[src/rtl/rv32i_pkg.sv]
// Shared constants and types for the RV32I fetch front end.
//   XLEN         : address / instruction width
//   RESET_PC_DEF : default PC loaded on reset
//   RV32_NOP     : addi x0,x0,0, driven on the decode port when nothing is valid
//   INST_BYTES   : PC increment per fetched word
package rv32i_pkg;

    localparam int          XLEN         = 32;
    localparam logic [31:0] RESET_PC_DEF = 32'h0000_0000;
    localparam logic [31:0] RV32_NOP     = 32'h0000_0013;
    localparam logic [31:0] INST_BYTES   = 32'd4;

    // One fetched instruction paired with its PC.
    typedef struct packed {
        logic            vld;
        logic [XLEN-1:0] pc;
        logic [XLEN-1:0] inst;
    } fetch_word_t;

endpackage

[src/rtl/rv32i_fetch_hold.sv]
// One-entry holding register for the fetch output.
// Captures the word returned by instruction memory when decode stalls, so the
// memory can be re-pointed without losing the word.
//   clk, rst  : clock, asynchronous active-low reset
//   i_capture : load i_word (ignored if i_clear is also set)
//   i_clear   : drop the held word
//   i_word    : pc/inst to capture (vld field ignored)
//   o_word    : held entry (vld = entry occupied)
module rv32i_fetch_hold
    import rv32i_pkg::*;
(
    input  logic        clk,
    input  logic        rst,
    input  logic        i_capture,
    input  logic        i_clear,
    input  fetch_word_t i_word,
    output fetch_word_t o_word
);

    fetch_word_t r_word;

    always_ff @(posedge clk or negedge rst) begin
        if (!rst) begin
            r_word <= '0;
        end else if (i_clear) begin
            r_word.vld <= 1'b0;
        end else if (i_capture) begin
            r_word.vld  <= 1'b1;
            r_word.pc   <= i_word.pc;
            r_word.inst <= i_word.inst;
        end
    end

    assign o_word = r_word;

endmodule

[src/rtl/rv32i_inst_fetch.sv]
// Instruction-fetch front end for a 1-cycle synchronous instruction memory.
// Owns the PC, issues one word address per cycle, pairs the returned word with
// its PC and presents it to decode over valid/ready. Decode back-pressure is
// absorbed by a 1-entry holding register; redirects flush everything in flight.
//   clk, rst        : clock, asynchronous active-low reset
//   o_imem_addr     : byte address to inst mem (registered PC)
//   i_imem_inst     : inst-mem data for the address sampled at the previous edge
//   i_redirect      : branch/jump taken; flush and load i_redirect_pc
//   i_redirect_pc   : redirect target (low two bits ignored)
//   o_if_valid      : o_if_inst/o_if_pc hold a valid instruction
//   i_if_ready      : decode accepts this cycle
//   o_if_inst       : instruction, NOP when not valid
//   o_if_pc         : PC of o_if_inst
//   o_fetch_cnt     : number of accepted fetches, wrapping
module rv32i_inst_fetch
    import rv32i_pkg::*;
#(
    parameter int              XLEN     = 32,
    parameter logic [XLEN-1:0] RESET_PC = '0
) (
    input  logic            clk,
    input  logic            rst,
    output logic [XLEN-1:0] o_imem_addr,
    input  logic [XLEN-1:0] i_imem_inst,
    input  logic            i_redirect,
    input  logic [XLEN-1:0] i_redirect_pc,
    output logic            o_if_valid,
    input  logic            i_if_ready,
    output logic [XLEN-1:0] o_if_inst,
    output logic [XLEN-1:0] o_if_pc,
    output logic [31:0]     o_fetch_cnt
);

    logic [XLEN-1:0] r_pc;
    logic            r_req_vld;   // word addressed last edge is on i_imem_inst now
    logic [XLEN-1:0] r_req_pc;
    logic [31:0]     r_cnt;

    fetch_word_t     w_hold;
    fetch_word_t     w_mem_word;
    logic            w_fire;
    logic            w_issue;
    logic            w_capture;
    logic            w_clear;

    assign w_mem_word = '{vld: r_req_vld, pc: r_req_pc, inst: i_imem_inst};

    // Held word has priority: it is always older than anything in flight.
    always_comb begin
        o_if_valid = (w_hold.vld | r_req_vld) & ~i_redirect;
        o_if_pc    = w_hold.vld ? w_hold.pc : r_req_pc;
        o_if_inst  = RV32_NOP;
        if (o_if_valid) begin
            o_if_inst = w_hold.vld ? w_hold.inst : i_imem_inst;
        end
    end

    assign w_fire  = o_if_valid & i_if_ready;
    // A new address is only issued when the slot it lands in is guaranteed free.
    assign w_issue = (~o_if_valid | i_if_ready) & ~i_redirect;

    // Stalled word leaves memory next cycle (no issue), so park it.
    assign w_capture = r_req_vld & ~i_if_ready & ~w_hold.vld & ~i_redirect;
    assign w_clear   = (w_fire & w_hold.vld) | i_redirect;

    rv32i_fetch_hold u_hold (
        .clk       (clk),
        .rst       (rst),
        .i_capture (w_capture),
        .i_clear   (w_clear),
        .i_word    (w_mem_word),
        .o_word    (w_hold)
    );

    always_ff @(posedge clk or negedge rst) begin
        if (!rst) begin
            r_pc      <= RESET_PC;
            r_req_vld <= 1'b0;
            r_req_pc  <= RESET_PC;
        end else if (i_redirect) begin
            r_pc      <= i_redirect_pc & ~XLEN'(3);
            r_req_vld <= 1'b0;
        end else if (w_issue) begin
            r_req_vld <= 1'b1;
            r_req_pc  <= r_pc;
            r_pc      <= r_pc + XLEN'(INST_BYTES);
        end else begin
            // Memory re-reads r_pc this cycle; that result is discarded.
            r_req_vld <= 1'b0;
        end
    end

    always_ff @(posedge clk or negedge rst) begin
        if (!rst) begin
            r_cnt <= '0;
        end else if (w_fire) begin
            r_cnt <= r_cnt + 32'd1;
        end
    end

    always_ff @(posedge clk) begin
        if (rst) begin
            assert (!(w_hold.vld && r_req_vld));
        end
    end

    assign o_imem_addr = r_pc;
    assign o_fetch_cnt = r_cnt;

endmodule
[config.mk]
export PLATFORM = sky130hd
export DESIGN_NAME = rv32i_inst_fetch
export DESIGN_NICKNAME = d
export VERILOG_FILES = /design/src/rtl/rv32i_pkg.sv /design/src/rtl/rv32i_fetch_hold.sv /design/src/rtl/rv32i_inst_fetch.sv
export SDC_FILE = /design/constraint.sdc
export NUM_CORES = 1
export LEC_CHECK = 0
export ABC_CLOCK_PERIOD_IN_PS = 2700
export CAP_MARGIN = 40
export CORE_AREA = 2 2 104 156
export CTS_BUF_LIST = sky130_fd_sc_hd__clkbuf_8
export CTS_CLUSTER_DIAMETER = 60
export DETAILED_ROUTE_END_ITERATION = 8
export DIE_AREA = 0 0 106 158
export PLACE_DENSITY = 0.79
export SLEW_MARGIN = 20
export SYNTH_ARGS = -nofsm -noshare
export SYNTH_HDL_FRONTEND = slang
export SYNTH_SLANG_ARGS = --single-unit
[constraint.sdc]
create_clock -name clk -period 2.7 [get_ports clk]
set_clock_uncertainty 0.2 [all_clocks]
set_input_delay 0.54 -clock clk [delete_from_list [all_inputs] [get_ports clk]]
set_output_delay 0.54 -clock clk [all_outputs]
set_load 0.01 [all_outputs]
==> run summary <==
* finished, final reports clean — result of the run
* 0.51 ns — setup slack of the worst register-to-register path
* buffers and inverters — cell class contributing the biggest share of worst-path delay
* 49.99% — starting utilization of the core area
* 5 — number of cells traversed by the worst register-to-register path
* 0 — Max Transition Viols Final
* 49.1% — part of the power in registers
* 0.007741 mm^2 — Synth Cell Area
* 587.5 mW/mm^2 — total power density per cell area
* 1,115 — total instance count after detailed placement
* 0.01064 mm^2 — fin area
* dfrtp_1 — Primary FF master, synth
* flop to output pin — worst setup path class
* 0 — Remaining Overflow, GRT
* u_hold.o_word[64] — worst setup path start
* 4.664 nW — Leakage Power
* 106 um — Die Span X
* 6.252 mW — post-layout total power
* 23.21% — GR Util All Layers
* 99.20% — fin crit share
* 30,530 um — wire length of the first global-routing pass
* 40.77% — grt met2 use
* -0.1455 ns — worst slack, placed
* 50.88% — slew margin rel.
* 0 — post-detailed-route count of antenna-violating nets
* 373.4 MHz — achievable clock frequency
* flop — startpoint kind of the worst setup timing path
* 21.24% — share of layout cells above drive strength 1
* 0.01548 mm^2 — Core Box Area
* 0.3495 mV — Peak VDD IR
* 197 — I/O pin total
* 0 — final setup violating endpoints
* 0.02164 ns — worst setup margin
* 0 — warning count from the yosys run
* 100.0% — FFs w/ async S/R, synth
* 190 — # port buffers
* yes — unrepaired setup endpoints after global routing
* 26.8% — relative contribution of the clock network to total power
* dfrtp_1 — most common library cell in the layout ignoring fill and taps
* 0.44 ns — clock latency reported for the late side of the worst-skew pair
* 0.08 ns — clock slew at the register clock pins of the worst setup and hold paths
* 155 x dfrtp_1, 136 x clkdlybuf4s50_1, 120 x nand2_1, 88 x mux2_2, 45 x nor2_1 — commonest cells after routing, fill and taps aside
* 5 — number of cells on the critical path
* output pin — crit end category
* 156 — number of storage elements in the synthesis netlist
* o_imem_addr[29] — reg-to-reg endpoint
* 56 — floorplan row count
* yes — clock tree from TritonCTS
* 0 — ant diodes
* 17 — Inserted Clock Buffers
* 0.01675 mm^2 — die footprint
* 4.456 mW — internal cell power
* 19,190 um — final wirelength
* clkbuf_8 — root cell of the clock tree
* 0 — number of antenna violations at the first check in global routing
* dfrtp_4 — standard cell with the maximum stage delay on the critical path
* flop to flop — kind of path behind the tightest hold check
* 0.01018 mm^2 — post-place instance area
* 4 — # H-tree levels
* 8 — Max FO, Critical Path
* 2 — CTS max path bufs
* 158 um — chip height
* 2.678 ns — final worst path period need
* met2 — layer carrying the most global-route usage
* 50.43% — portion of the post-synthesis area used by sequential elements
* 10.80 um^2 — average size of a mapped cell
* 0 — count of max-cap constraint violations
* 3.211% — Global Route met3 Usage
* 717 — Mapped Cells
* 0.2782 ns — worst hold margin
* 0 ns — Final TNS setup
* 254 — First DRT Iteration DRCs
* 24.2% — share of power burned in combinational logic
* 4 — DR pass1 iterations
* 13,880 um — HPWL Detailed
* 0.8647 — final weighted congestion in routability-driven placement
* 54 — number of unique standard cell types used by synthesis
* 37.47% — Layout Area Growth over Synthesis
* 0.52 ns — crit-path max cell delay
* buf_4, bufbuf_16, mux2i_1, nor2_1, dlygate4sd2_1 — critical path cell sequence
* 1.96 ns — required time of the critical path
* 156 — CTS sink count
* 0.7307 ns — Worst Tran Pin Value
* 68.72% — final design utilization
* 5.433 — ratio of routed vias to standard cells
* 0 — Post-synth EDFFs
* 0 — hold violation count in the final report
* 1,010 — final net count
* 6,270 — total vias in the final route
* 16.63 um — average routed wire per standard cell
* 28.82% — grt met1 use
* 1.94 ns — Arr. time, crit path
* 52 — largest net degree at the start of global routing
* 1.795 mW — net switching power figure
* 6,076 — vias in the first global route
* 1,154 — non-filler instance count after layout
* o_imem_addr[2] — Critical R2R Launch
* 3 — Critical path buffers and inverters
* o_if_inst[8] — worst setup path endpoint
* 28.72% — switching share of power
* 0 — drt drc
[flip-flops by register name (all words and copies together) (netlist names)]
signal         cells
o_imem_addr       30
r_req_vld          1
r_req_pc          30
o_fetch_cnt       32
u_hold.o_word     63
[cell families (layout without fill, tap and decap cells)]
kind of cell | Yosys count | after routing | synth area share (%)
flip-flops | 156 | 156 | 50.43
buffers and inverters | 54 | 285 | 3.426
AO/OA/AOI/OAI | 69 | 69 | 6.287
multiplexers | 125 | 125 | 17.65
AND/OR/NAND/NOR | 274 | 274 | 17.76
other | 1 | 4 | 0.04844
XOR/XNOR | 36 | 36 | 4.073
adder cells (fa/ha/maj) | 2 | 2 | 0.3232
[metal layers]
metal  share of wire (%)  vias to the layer above  wire (um)
li1                    -                     2986          -
met4                 2.6                        0        505
met3                 4.2                       30        801
met5                   0                        -          0
met1                  41                     3037       7773
met2                  53                      217      10110
[repair_timing]
action                     in CTS  in global routing
setup endpoints to repair      56                 32
buffers inserted                4                  2
gates cloned                    2                  0
hold endpoints to repair       48                  0
hold buffers                    1                  0
gates resized for setup        56                 32
[cell type report]
| cell class | count | area [um^2] |
|---|---|---|
| fillers | 1191 | 4843 |
| multi-input cells | 510 | 3615 |
| inverters | 11 | 41.29 |
| clock inverters | 12 | 125.1 |
| well taps | 203 | 254.0 |
| flip-flops and latches | 156 | 3908 |
| repair buffers | 244 | 2451 |
| clock buffers | 18 | 247.7 |
[worst min-delay path by stage]
stage               cells after the start  slack [ns]                end               from
floorplan                               0        0.04     o_fetch_cnt[0]                rst
global placement                        1        0.26  u_hold.o_word[56]  u_hold.o_word[56]
detailed placement                      1        0.27  u_hold.o_word[56]  u_hold.o_word[56]
CTS                                     1        0.29    o_fetch_cnt[31]    o_fetch_cnt[31]
global route                            1        0.30    o_fetch_cnt[31]    o_fetch_cnt[31]
finish                                  1        0.28    o_fetch_cnt[31]    o_fetch_cnt[31]
[synth_stat cells, types with 3 or more instances]
master	number	area share (%)
nor3_1	3	0.19
mux2_2	88	13
buf_2	19	1.2
buf_1	3	0.15
dfrtp_1	156	50
nand4_1	22	1.8
nand2_1	120	5.8
xor2_1	5	0.57
a21oi_1	10	0.65
buf_4	7	0.68
o31ai_1	10	0.97
xnor2_1	31	3.5
and3_1	9	0.73
o211ai_1	6	0.58
nor4_1	8	0.65
mux2i_1	33	4.3
nor2_1	45	2.2
mux2_1	4	0.58
o21ai_0	20	1.3
and4_1	6	0.68
a31oi_1	9	0.73
or3_1	4	0.32
or4_1	12	1.2
inv_1	9	0.44
nand3_1	28	1.8
clkbuf_1	12	0.58
[worst register-to-register path, stage by stage, from the launching register on]
cell     delay, ns
dfrtp_1       0.36
buf_4         0.15
and4_1        0.45
nand4_1       0.31
or4_1         0.47
a31oi_1       0.18
[power by group through the flow]
stage | Sequential [mW] | Combinational [mW] | Clock (mW)
floorplan | 3.06 | 0.770 | 0
global placement | 3.08 | 1.51 | 0
detailed placement | 3.11 | 1.54 | 0
CTS | 3.06 | 1.53 | 1.73
global route | 3.13 | 1.64 | 1.82
finish | 3.07 | 1.51 | 1.67
(Power assumes the default switching activity.)
